--- src/rtl/multinomial_dmas_pixel_level_pkg.sv ---
// Shared widths, sign encodings, sequencer states and the integer square-root helper
// for the pixel-level DMAS beamformer.
package multinomial_dmas_pixel_level_pkg;

    localparam int unsigned DIN_W   = 16;
    localparam int unsigned ROOT_W  = 8;
    localparam int unsigned SUM_W   = 16;
    localparam int unsigned SQSUM_W = 24;
    localparam int unsigned OUT_W   = 17;
    localparam int unsigned PROD_W  = 34;

    localparam logic [1:0] SIGN_POS = 2'b01;
    localparam logic [1:0] SIGN_NEG = 2'b11;

    localparam logic [1:0] ST_IDLE  = 2'd0;
    localparam logic [1:0] ST_ACCUM = 2'd1;
    localparam logic [1:0] ST_FINAL = 2'd2;
    localparam logic [1:0] ST_DONE  = 2'd3;

    // Floor square root, one result bit decided per iteration from the MSB down.
    function automatic logic [ROOT_W-1:0] isqrt(input logic [DIN_W-1:0] x);
        logic [ROOT_W-1:0] res;
        logic [ROOT_W-1:0] trial;
        res = '0;
        for (int b = ROOT_W - 1; b >= 0; b--) begin
            trial = res | (ROOT_W'(1) << b);
            if (DIN_W'(trial) * DIN_W'(trial) <= x) begin
                res = trial;
            end
        end
        return res;
    endfunction

endpackage

--- src/rtl/multinomial_dmas_pixel_level_int_sqrt_pipe.sv ---
// Floor integer square root of a 16-bit magnitude, presented after a fixed
// number of register stages.
module int_sqrt_pipe
    import multinomial_dmas_pixel_level_pkg::*;
#(
    parameter int unsigned latency = 5
) (
    input  logic              clk,
    input  logic              rst,
    input  logic [DIN_W-1:0]  din,
    output logic [ROOT_W-1:0] root
);

    logic [ROOT_W-1:0] stage [latency];

    always_ff @(posedge clk) begin
        if (rst) begin
            for (int i = 0; i < int'(latency); i++) begin
                stage[i] <= '0;
            end
        end else begin
            stage[0] <= isqrt(din);
            for (int i = 1; i < int'(latency); i++) begin
                stage[i] <= stage[i-1];
            end
        end
    end

    assign root = stage[latency-1];

endmodule

--- src/rtl/multinomial_dmas_pixel_level.sv ---
// Single-pixel DMAS beamformer: sums pairwise products of signed square-rooted
// channel samples via (S*S - Q)/2, then scales and saturates to 17 bits.
module multinomial_dmas_pixel_level
    import multinomial_dmas_pixel_level_pkg::*;
#(
    parameter int unsigned channels        = 128,
    parameter int unsigned channel_bits    = 8,
    parameter int unsigned pixels          = 1,
    parameter int unsigned datasize        = channels,
    parameter int unsigned sqrt_ip_latency = 5,
    parameter int unsigned OUT_SHIFT       = 8
) (
    input  logic                    clk,
    input  logic                    rst,
    input  logic [DIN_W-1:0]        chnl_din,
    input  logic [1:0]              sign,
    output logic signed [OUT_W-1:0] bf_out
);

    localparam int unsigned WIN     = channels + 3;
    localparam int unsigned K_ACC   = WIN + sqrt_ip_latency;
    localparam int unsigned K_OUT   = WIN + sqrt_ip_latency + 3;
    localparam int unsigned K_SAT   = K_OUT + 1;
    localparam bit          CFG_OK  = (pixels == 1) && (datasize > 0);

    localparam logic [channel_bits-1:0] CNT_WIN = channel_bits'(WIN);
    localparam logic [channel_bits-1:0] CNT_ACC = channel_bits'(K_ACC);
    localparam logic [channel_bits-1:0] CNT_OUT = channel_bits'(K_OUT);
    localparam logic [channel_bits-1:0] CNT_SAT = channel_bits'(K_SAT);

    localparam logic signed [PROD_W-1:0] OUT_MAX = PROD_W'((2 ** (OUT_W - 1)) - 1);
    localparam logic signed [PROD_W-1:0] OUT_MIN = PROD_W'(-(2 ** (OUT_W - 1)));

    logic [channel_bits-1:0]    cnt;
    logic [1:0]                 state_q;
    logic [1:0]                 state_d;
    logic [DIN_W-1:0]           samp_din;
    logic [1:0]                 samp_sign;
    logic [1:0]                 sign_dly [sqrt_ip_latency];
    logic [ROOT_W-1:0]          root;
    logic [1:0]                 root_sign;
    logic signed [SUM_W-1:0]    s_term;
    logic [SQSUM_W-1:0]         r_sq;
    logic signed [SUM_W-1:0]    acc_s;
    logic [SQSUM_W-1:0]         acc_q;
    logic signed [PROD_W-1:0]   sq_q;
    logic signed [PROD_W-1:0]   diff;
    logic signed [PROD_W-1:0]   scaled;
    logic signed [OUT_W-1:0]    comb_d;
    logic signed [OUT_W-1:0]    comb_q;

    // Cycle counter; stops once the result has been issued.
    always_ff @(posedge clk) begin
        if (rst) begin
            cnt <= '0;
        end else if (cnt < CNT_SAT) begin
            cnt <= cnt + channel_bits'(1);
        end
    end

    always_ff @(posedge clk) begin
        if (rst) begin
            state_q <= ST_IDLE;
        end else begin
            state_q <= state_d;
        end
    end

    always_comb begin
        state_d = state_q;
        case (state_q)
            ST_IDLE:  state_d = ST_ACCUM;
            ST_ACCUM: if (cnt == CNT_ACC) state_d = ST_FINAL;
            ST_FINAL: if (cnt == CNT_OUT) state_d = ST_DONE;
            ST_DONE:  state_d = ST_DONE;
            default:  state_d = ST_IDLE;
        endcase
    end

    // Input capture: anything outside the channel window enters as zero.
    always_ff @(posedge clk) begin
        if (rst) begin
            samp_din  <= '0;
            samp_sign <= '0;
        end else if (CFG_OK && (cnt < CNT_WIN)) begin
            samp_din  <= chnl_din;
            samp_sign <= sign;
        end else begin
            samp_din  <= '0;
            samp_sign <= '0;
        end
    end

    int_sqrt_pipe #(
        .latency (sqrt_ip_latency)
    ) u_sqrt (
        .clk  (clk),
        .rst  (rst),
        .din  (samp_din),
        .root (root)
    );

    always_ff @(posedge clk) begin
        if (rst) begin
            for (int i = 0; i < int'(sqrt_ip_latency); i++) begin
                sign_dly[i] <= '0;
            end
        end else begin
            sign_dly[0] <= samp_sign;
            for (int i = 1; i < int'(sqrt_ip_latency); i++) begin
                sign_dly[i] <= sign_dly[i-1];
            end
        end
    end

    assign root_sign = sign_dly[sqrt_ip_latency-1];

    always_comb begin
        s_term = '0;
        if (root_sign == SIGN_POS) begin
            s_term = SUM_W'(root);
        end else if (root_sign[1] == SIGN_NEG[1]) begin
            s_term = SUM_W'(0) - SUM_W'(root);
        end
        r_sq = SQSUM_W'(root) * SQSUM_W'(root);
    end

    always_ff @(posedge clk) begin
        if (rst) begin
            acc_s <= '0;
            acc_q <= '0;
        end else if (state_q == ST_ACCUM) begin
            acc_s <= acc_s + s_term;
            acc_q <= acc_q + r_sq;
        end
    end

    // (S*S - Q) / 2 is the sum of all cross products s_i*s_j, i<j.
    always_comb begin
        diff   = sq_q - $signed(PROD_W'(acc_q));
        scaled = (diff >>> 1) >>> OUT_SHIFT;
        comb_d = OUT_W'(scaled);
        if (scaled > OUT_MAX) begin
            comb_d = OUT_W'(OUT_MAX);
        end else if (scaled < OUT_MIN) begin
            comb_d = OUT_W'(OUT_MIN);
        end
    end

    always_ff @(posedge clk) begin
        if (rst) begin
            sq_q   <= '0;
            comb_q <= '0;
        end else if (state_q == ST_FINAL) begin
            sq_q   <= $signed({{(PROD_W - SUM_W){acc_s[SUM_W-1]}}, acc_s}) *
                      $signed({{(PROD_W - SUM_W){acc_s[SUM_W-1]}}, acc_s});
            comb_q <= comb_d;
        end
    end

    always_ff @(posedge clk) begin
        if (rst) begin
            bf_out <= '0;
        end else if ((state_q == ST_FINAL) && (cnt == CNT_OUT)) begin
            bf_out <= comb_q;
        end
    end

endmodule

--- config.mk ---
export PLATFORM = sky130hd
export DESIGN_NAME = multinomial_dmas_pixel_level
export DESIGN_NICKNAME = d
export VERILOG_FILES = /design/src/rtl/multinomial_dmas_pixel_level_pkg.sv /design/src/rtl/multinomial_dmas_pixel_level_int_sqrt_pipe.sv /design/src/rtl/multinomial_dmas_pixel_level.sv
export SDC_FILE = /design/constraint.sdc
export NUM_CORES = 1
export LEC_CHECK = 0
export ABC_AREA = 1
export BUFFER_PORTS_ARGS = -buffer_cell sky130_fd_sc_hd__buf_2
export CORE_ASPECT_RATIO = 1.2
export CORE_MARGIN = 2
export CORE_UTILIZATION = 55
export DETAILED_ROUTE_END_ITERATION = 8
export PLACE_DENSITY_LB_ADDON = 0.1
export SKIP_CTS_REPAIR_TIMING = 1
export SYNTH_ARGS = -nofsm -noshare
export SYNTH_HDL_FRONTEND = slang
export SYNTH_SLANG_ARGS = --single-unit
--- constraint.sdc ---
create_clock -name clk -period 58.7 [get_ports clk]
set_input_delay 14.675 -clock clk [delete_from_list [all_inputs] [get_ports clk]]
set_output_delay 14.675 -clock clk [all_outputs]
set_load 0.05 [all_outputs]
### Word level (Yosys, flattened, before mapping)

Memories as Yosys holds them, arrays and structs flattened.
Cells that the tools add are included.

* equality and inequality tests: 8
* multiply operators: 9
* mux-type cells: 36
* $add $sub $neg: 5
* reduce and logical (&&, ||, !) cells: 4
* bitwise gates (word level): 11
* $lt $le $gt $ge: 12

Operator list (count)
* multiplier 8 x 8 -> 16 bit: 8
* <= comparator 16 bit: 7
* two-way mux 8 bit: 14
* two-way mux 17 bit: 2
* subtractor 34 x 25 -> 34 bit: 1
* multiplier 16 x 16 -> 32 bit: 1
* two-way mux 16 bit: 2
* > comparator 25 x 17 -> 1 bit (second input constant): 1
* < comparator 25 x 17 -> 1 bit (second input constant): 1
* adder 24 x 16 -> 24 bit: 1
* adder 16 bit: 1
* == test 8 bit (second input constant): 2
* <= comparator 15 x 16 -> 1 bit (first input constant): 1
* < comparator 8 bit (second input constant): 2
* two-way mux 2 bit: 8
* bitwise OR 1 bit: 10
* subtractor 1 x 8 -> 9 bit (first input constant): 1
* adder 8 x 1 -> 8 bit (second input constant): 1
* case mux 2 bit (4 select lines): 1
* two-way mux 7 bit: 1
* two-way mux 6 bit: 1
* two-way mux 5 bit: 1
* == test 2 x 1 -> 1 bit (second input constant): 2
* == test 2 bit (second input constant): 2
* 9 further kinds: 13

* output and inout port bits: 17
* logic and storage cells: 96
* memories kept: 2
* bits in writable memories: 50
* input port bits: 20
* register bits: 136

Memory list
* u_sqrt.stage: depth 5, bits a word 8, rd ports 5, clocked after Yosys merged registers in 0, wr ports 5, RTL line multinomial_dmas_pixel_level_int_sqrt_pipe.sv:14 `logic [ROOT_W-1:0] stage [latency];`
* sign_dly: depth 5, bits a word 2, rd ports 5, clocked after Yosys merged registers in 0, wr ports 5, RTL line multinomial_dmas_pixel_level.sv:39 `logic [1:0] sign_dly [sqrt_ip_latency];`

### Longest topological paths before layout

* depth in word-level cells: 32
* gate-level depth with buffers: 134
* depth with buffers taken out: 134

### Hierarchy

A second synthesis with hierarchy kept.

* cell total of the unflattened synthesis: 3450
* area total of the unflattened synthesis: 25797.2 µm²

By module, submodules not included
* multinomial_dmas_pixel_level: seq. area each 2862.7 µm², times used 1, cells each 2601, area an instance 19289.8 µm²
* int_sqrt_pipe: seq. area each 800.8 µm², times used 1, cells each 849, area an instance 6507.5 µm²

### Worst setup path before layout

No wires, ideal clock.

* path type: flip-flop to flip-flop
* start point: register samp_din[14]
* end point: memory u_sqrt.stage[0][0]
* stages on the path, launching flop included: 122
* data required time: 58.568 ns
* slack: 34.959 ns
* buffers on the path: 0
* arrival: 23.608 ns
* period minus slack after synthesis: 23.741 ns
* library setup time: 0.132 ns
* cell sequence: dfxtp_1 -> inv_1 -> nor2_1 -> a31oi_1 -> ha_1 -> xnor2_1 -> xor2_1 -> ha_1 -> nand3_1 -> inv_1 -> nand3_1 -> o211ai_1 -> nand2_2 -> ha_1 -> inv_1 -> ha_1 -> xor2_1 -> ha_1 -> [... 86 more ...] -> fa_1 -> inv_1 -> ha_1 -> a21oi_1 -> o21ai_0 -> nor2_1 -> o21ai_0 -> nand2_1 -> nand2_1 -> a21oi_1 -> o21ai_0 -> xor2_1 -> ha_1 -> nand2_1 -> nor3_1 -> nand2_1 -> o211ai_1 -> a21oi_1

RTL lines
* from (decl): RTL line multinomial_dmas_pixel_level.sv:37 `logic [DIN_W-1:0] samp_din;`
* from (signal assigned): RTL line multinomial_dmas_pixel_level.sv:86 `samp_din <= chnl_din;`
* to (decl): RTL line multinomial_dmas_pixel_level_int_sqrt_pipe.sv:14

==> summary.txt <==
Floorplanning
  – Initial Util: 0.557
  – Row count: 85
  – I/O pin count: 37
  – Die Ht: 238 µm
  – Die width: 199 µm
  – Die area: 0.0473 mm²
  – Core ar.: between 0.04 and 0.05 mm²

STA
  – Total negative slack: 0 ns
  – Fmax: 0.0382 GHz
  – Period utilization: 0.446
  – Final hold vios: 0
  – # setup viols final: 0
  – Worst-Margin Slew: 1.25 ns
  – Slack of the critical path: between 30 and 40 ns
  – Fin. max-slew vios: 0
  – Setup Skew: 0.0181 ns
  – Min cycle time layout: about 26 ns
  – RSZ-0062 raised after global routing: no
  – Max-slew headroom: 0.160

CTS
  – Clk slew on worst S/H paths: around 0.090 ns
  – Worst-Skew Late Latency: about 0.48 ns
  – CTS Sinks: around 180
  – Total CTS buffers: 17
  – CTS Root Cell: clkbuf_16
  – H-tree Lvls: 4
  – Longest Clk Path Bufs: 2
  – CTS tree: done

Worst setup path
  – Worst path slowest cell: inv_1
  – Crit-path max FO: 14
  – Setup crit end kind: flip-flop
  – Reg2Reg Depth: 116
  – R2R Setup Slk: 32.52 ns
  – Crit path DAT: 26.50 ns
  – R2r startpoint: samp_din[15]
  – Max stage delay on crit path: 0.62 ns
  – Req. time, crit path: 59.02 ns
  – Most used cell, CP: ha_1
  – CP Class: flip-flop to flip-flop
  – Setup crit start kind: flip-flop
  – Reg2reg end: u_sqrt.stage[0][0]

GRT
  – GR Util met2: 0.515
  – First-pass GRT wire length: 102000 µm
  – Largest net degree at the start of global routing: 98
  – Global route overflow: 0
  – Number of global-route vias before repair: 21000
  – GR Layer Usage met1: 0.323
  – Global routing's busiest layer: met2
  – GR Util met3: 0.0208
  – Total track usage: 0.275
  – Initial antenna violation count: 0

Synth
  – Main synth FF type: dfxtp_1
  – EDFF count, synth: 0
  – Register bit count reported by yosys: 183
  – Sequential share of the synthesized area: 0.146
  – Post-Synthesis Cells: 3285
  – Ys async rst share: 0
  – Mapped Nets: 3943
  – Yosys cell types: 47
  – YS warnings: 0
  – Syn avg cell area: ~7.6 µm²
  – Post-Syn Area: roughly 0.025 mm²

Layout
  – Final Core Density: 0.588
  – Diodes inserted: 0
  – Most common cell after layout, fill and taps aside: inv_1
  – Nets: roughly 4000
  – Commonest non-fill, non-tap cells in the layout: 857 x inv_1, 557 x nand2_1, 327 x fa_1
  – Synth-to-Final Area Change: 5.51%
  – Layout cell share with drive strength beyond 1: 0.0381

Routing
  – Residual DRC: 0
  – Via count: approximately 20000
  – Routed Antenna Nets: 0
  – Avg WL per Cell: 15.8 µm
  – Vias per cell: 5.16
  – Drt total wl: 61400 µm
  – Initial DRC count: 936
  – Number of iterations in the first detailed-routing pass: 5

Run
  – Max-cap violations: 0

Run status
  – Status: finished, final reports clean

Placed design
  – Hpwl dp: 50500 µm
  – # port buffers: 36
  – Routability Congestion: 0.948
  – Dpl ws: approximately 33 ns

Hold path
  – Hold Crit Start: u_sqrt.stage[0][2]
  – Hold endpoint: u_sqrt.stage[1][2]
  – HP Class: flip-flop to flip-flop
  – Hold Path Depth: 2
## cell usage after synthesis (all sizes together) (3+ instances only)
cell type,number,area share
inv,859,0.13
nand2,567,0.086
fa,327,0.26
ha,311,0.16
nor2,244,0.038
a21oi,216,0.043
dfxtp,183,0.15
o21ai,152,0.031
xor2,86,0.030
clkbuf,78,0.012
nand3,71,0.015
xnor2,48,0.017
nor3,27,0.0058
nand4,20,0.0050
o211ai,16,0.0048
a21o,10,0.0030
a31oi,10,0.0025
or2,10,0.0025
a211oi,6,0.0018
a21boi,6,0.0018
nor4,6,0.0017
buf,5,0.0013
o21bai,5,0.0015
o31ai,5,0.0015
clkinv,4,0.00060
a31o,3,0.0010
and2,3,0.00075
o21a,3,0.00090
## area by class of cell
class / instances / area [µm²]
fill: 4235 / 18500
sequential: 183 / 3660
tap: 609 / 762
timing repair buffer: 50 / 288
clock buffer: 17 / 425
multi-input combinational: 2156 / 17900
clock inverter: 15 / 218
inverter: 863 / 3240
## metal layers
| layer | part of all wire | vias to the layer above |
|---|---|---|
| met1 | 0.41 | 9717 |
| met5 | 0 | - |
| met4 | 0.038 | 0 |
| li1 | - | 9901 |
| met3 | 0.028 | 118 |
| met2 | 0.52 | 361 |
## how the worst max path moves through the flow
stage / from / end / slack [ns] / cells after the start
2_1_floorplan: samp_din[14] / u_sqrt.stage[0][0] / 34.96 / 121
3_3_place_gp: samp_din[15] / u_sqrt.stage[0][0] / 33.66 / 116
3_5_place_dp: samp_din[15] / u_sqrt.stage[0][0] / 32.70 / 116
4_1_cts: samp_din[15] / u_sqrt.stage[0][0] / 32.63 / 116
5_1_grt: samp_din[15] / u_sqrt.stage[0][0] / 30.32 / 117
6_report: samp_din[15] / u_sqrt.stage[0][0] / 32.52 / 116
## worst max-delay path, delay by kind of cell (launching register included)
kind	cells	cell delay [ns]
adder cells (fa/ha/maj)	30	11.47
buffers and inverters	19	3.51
AO/OA/AOI/OAI	20	3.41
XOR/XNOR	8	1.21
flip-flops	1	0.37
AND/OR/NAND/NOR	39	6.06
## cells by family (layout without fill, tap and decap cells)
| family | after synthesis | after routing | synth area share |
|---|---|---|---|
| simple gates | 949 | 949 | 0.154 |
| buf+inv | 946 | 945 | 0.142 |
| fa+ha+maj | 638 | 638 | 0.416 |
| compound gates | 434 | 434 | 0.0939 |
| flops | 183 | 183 | 0.146 |
| xor+xnor | 134 | 134 | 0.0468 |
| mux | 1 | 1 | 0.000399 |
## sequential cells by signal, indices dropped and copies added (netlist names)
name and flops:
samp_sign 2, bf_out 17, acc_q 24, acc_s 16, cnt 8, state_q 2
sq_q 31, u_sqrt.stage 40, comb_q 17, samp_din 16, sign_dly 10
## metrics by stage
step / instance area (µm²) / std cells / hold slack, ns
global route: 26500 / 3893 / 0.418
global placement: 25800 / 3861 / 0.389
CTS: 26500 / 3893 / 0.399
detailed placement: 25800 / 3861 / 0.392
finish: 26500 / 3893 / 0.398
floorplan: 25100 / 3285 / 0.388
Power is left out: the tool's default activity adds up to more than one toggle a clock period on the data nets, which glitch-free logic cannot reach.
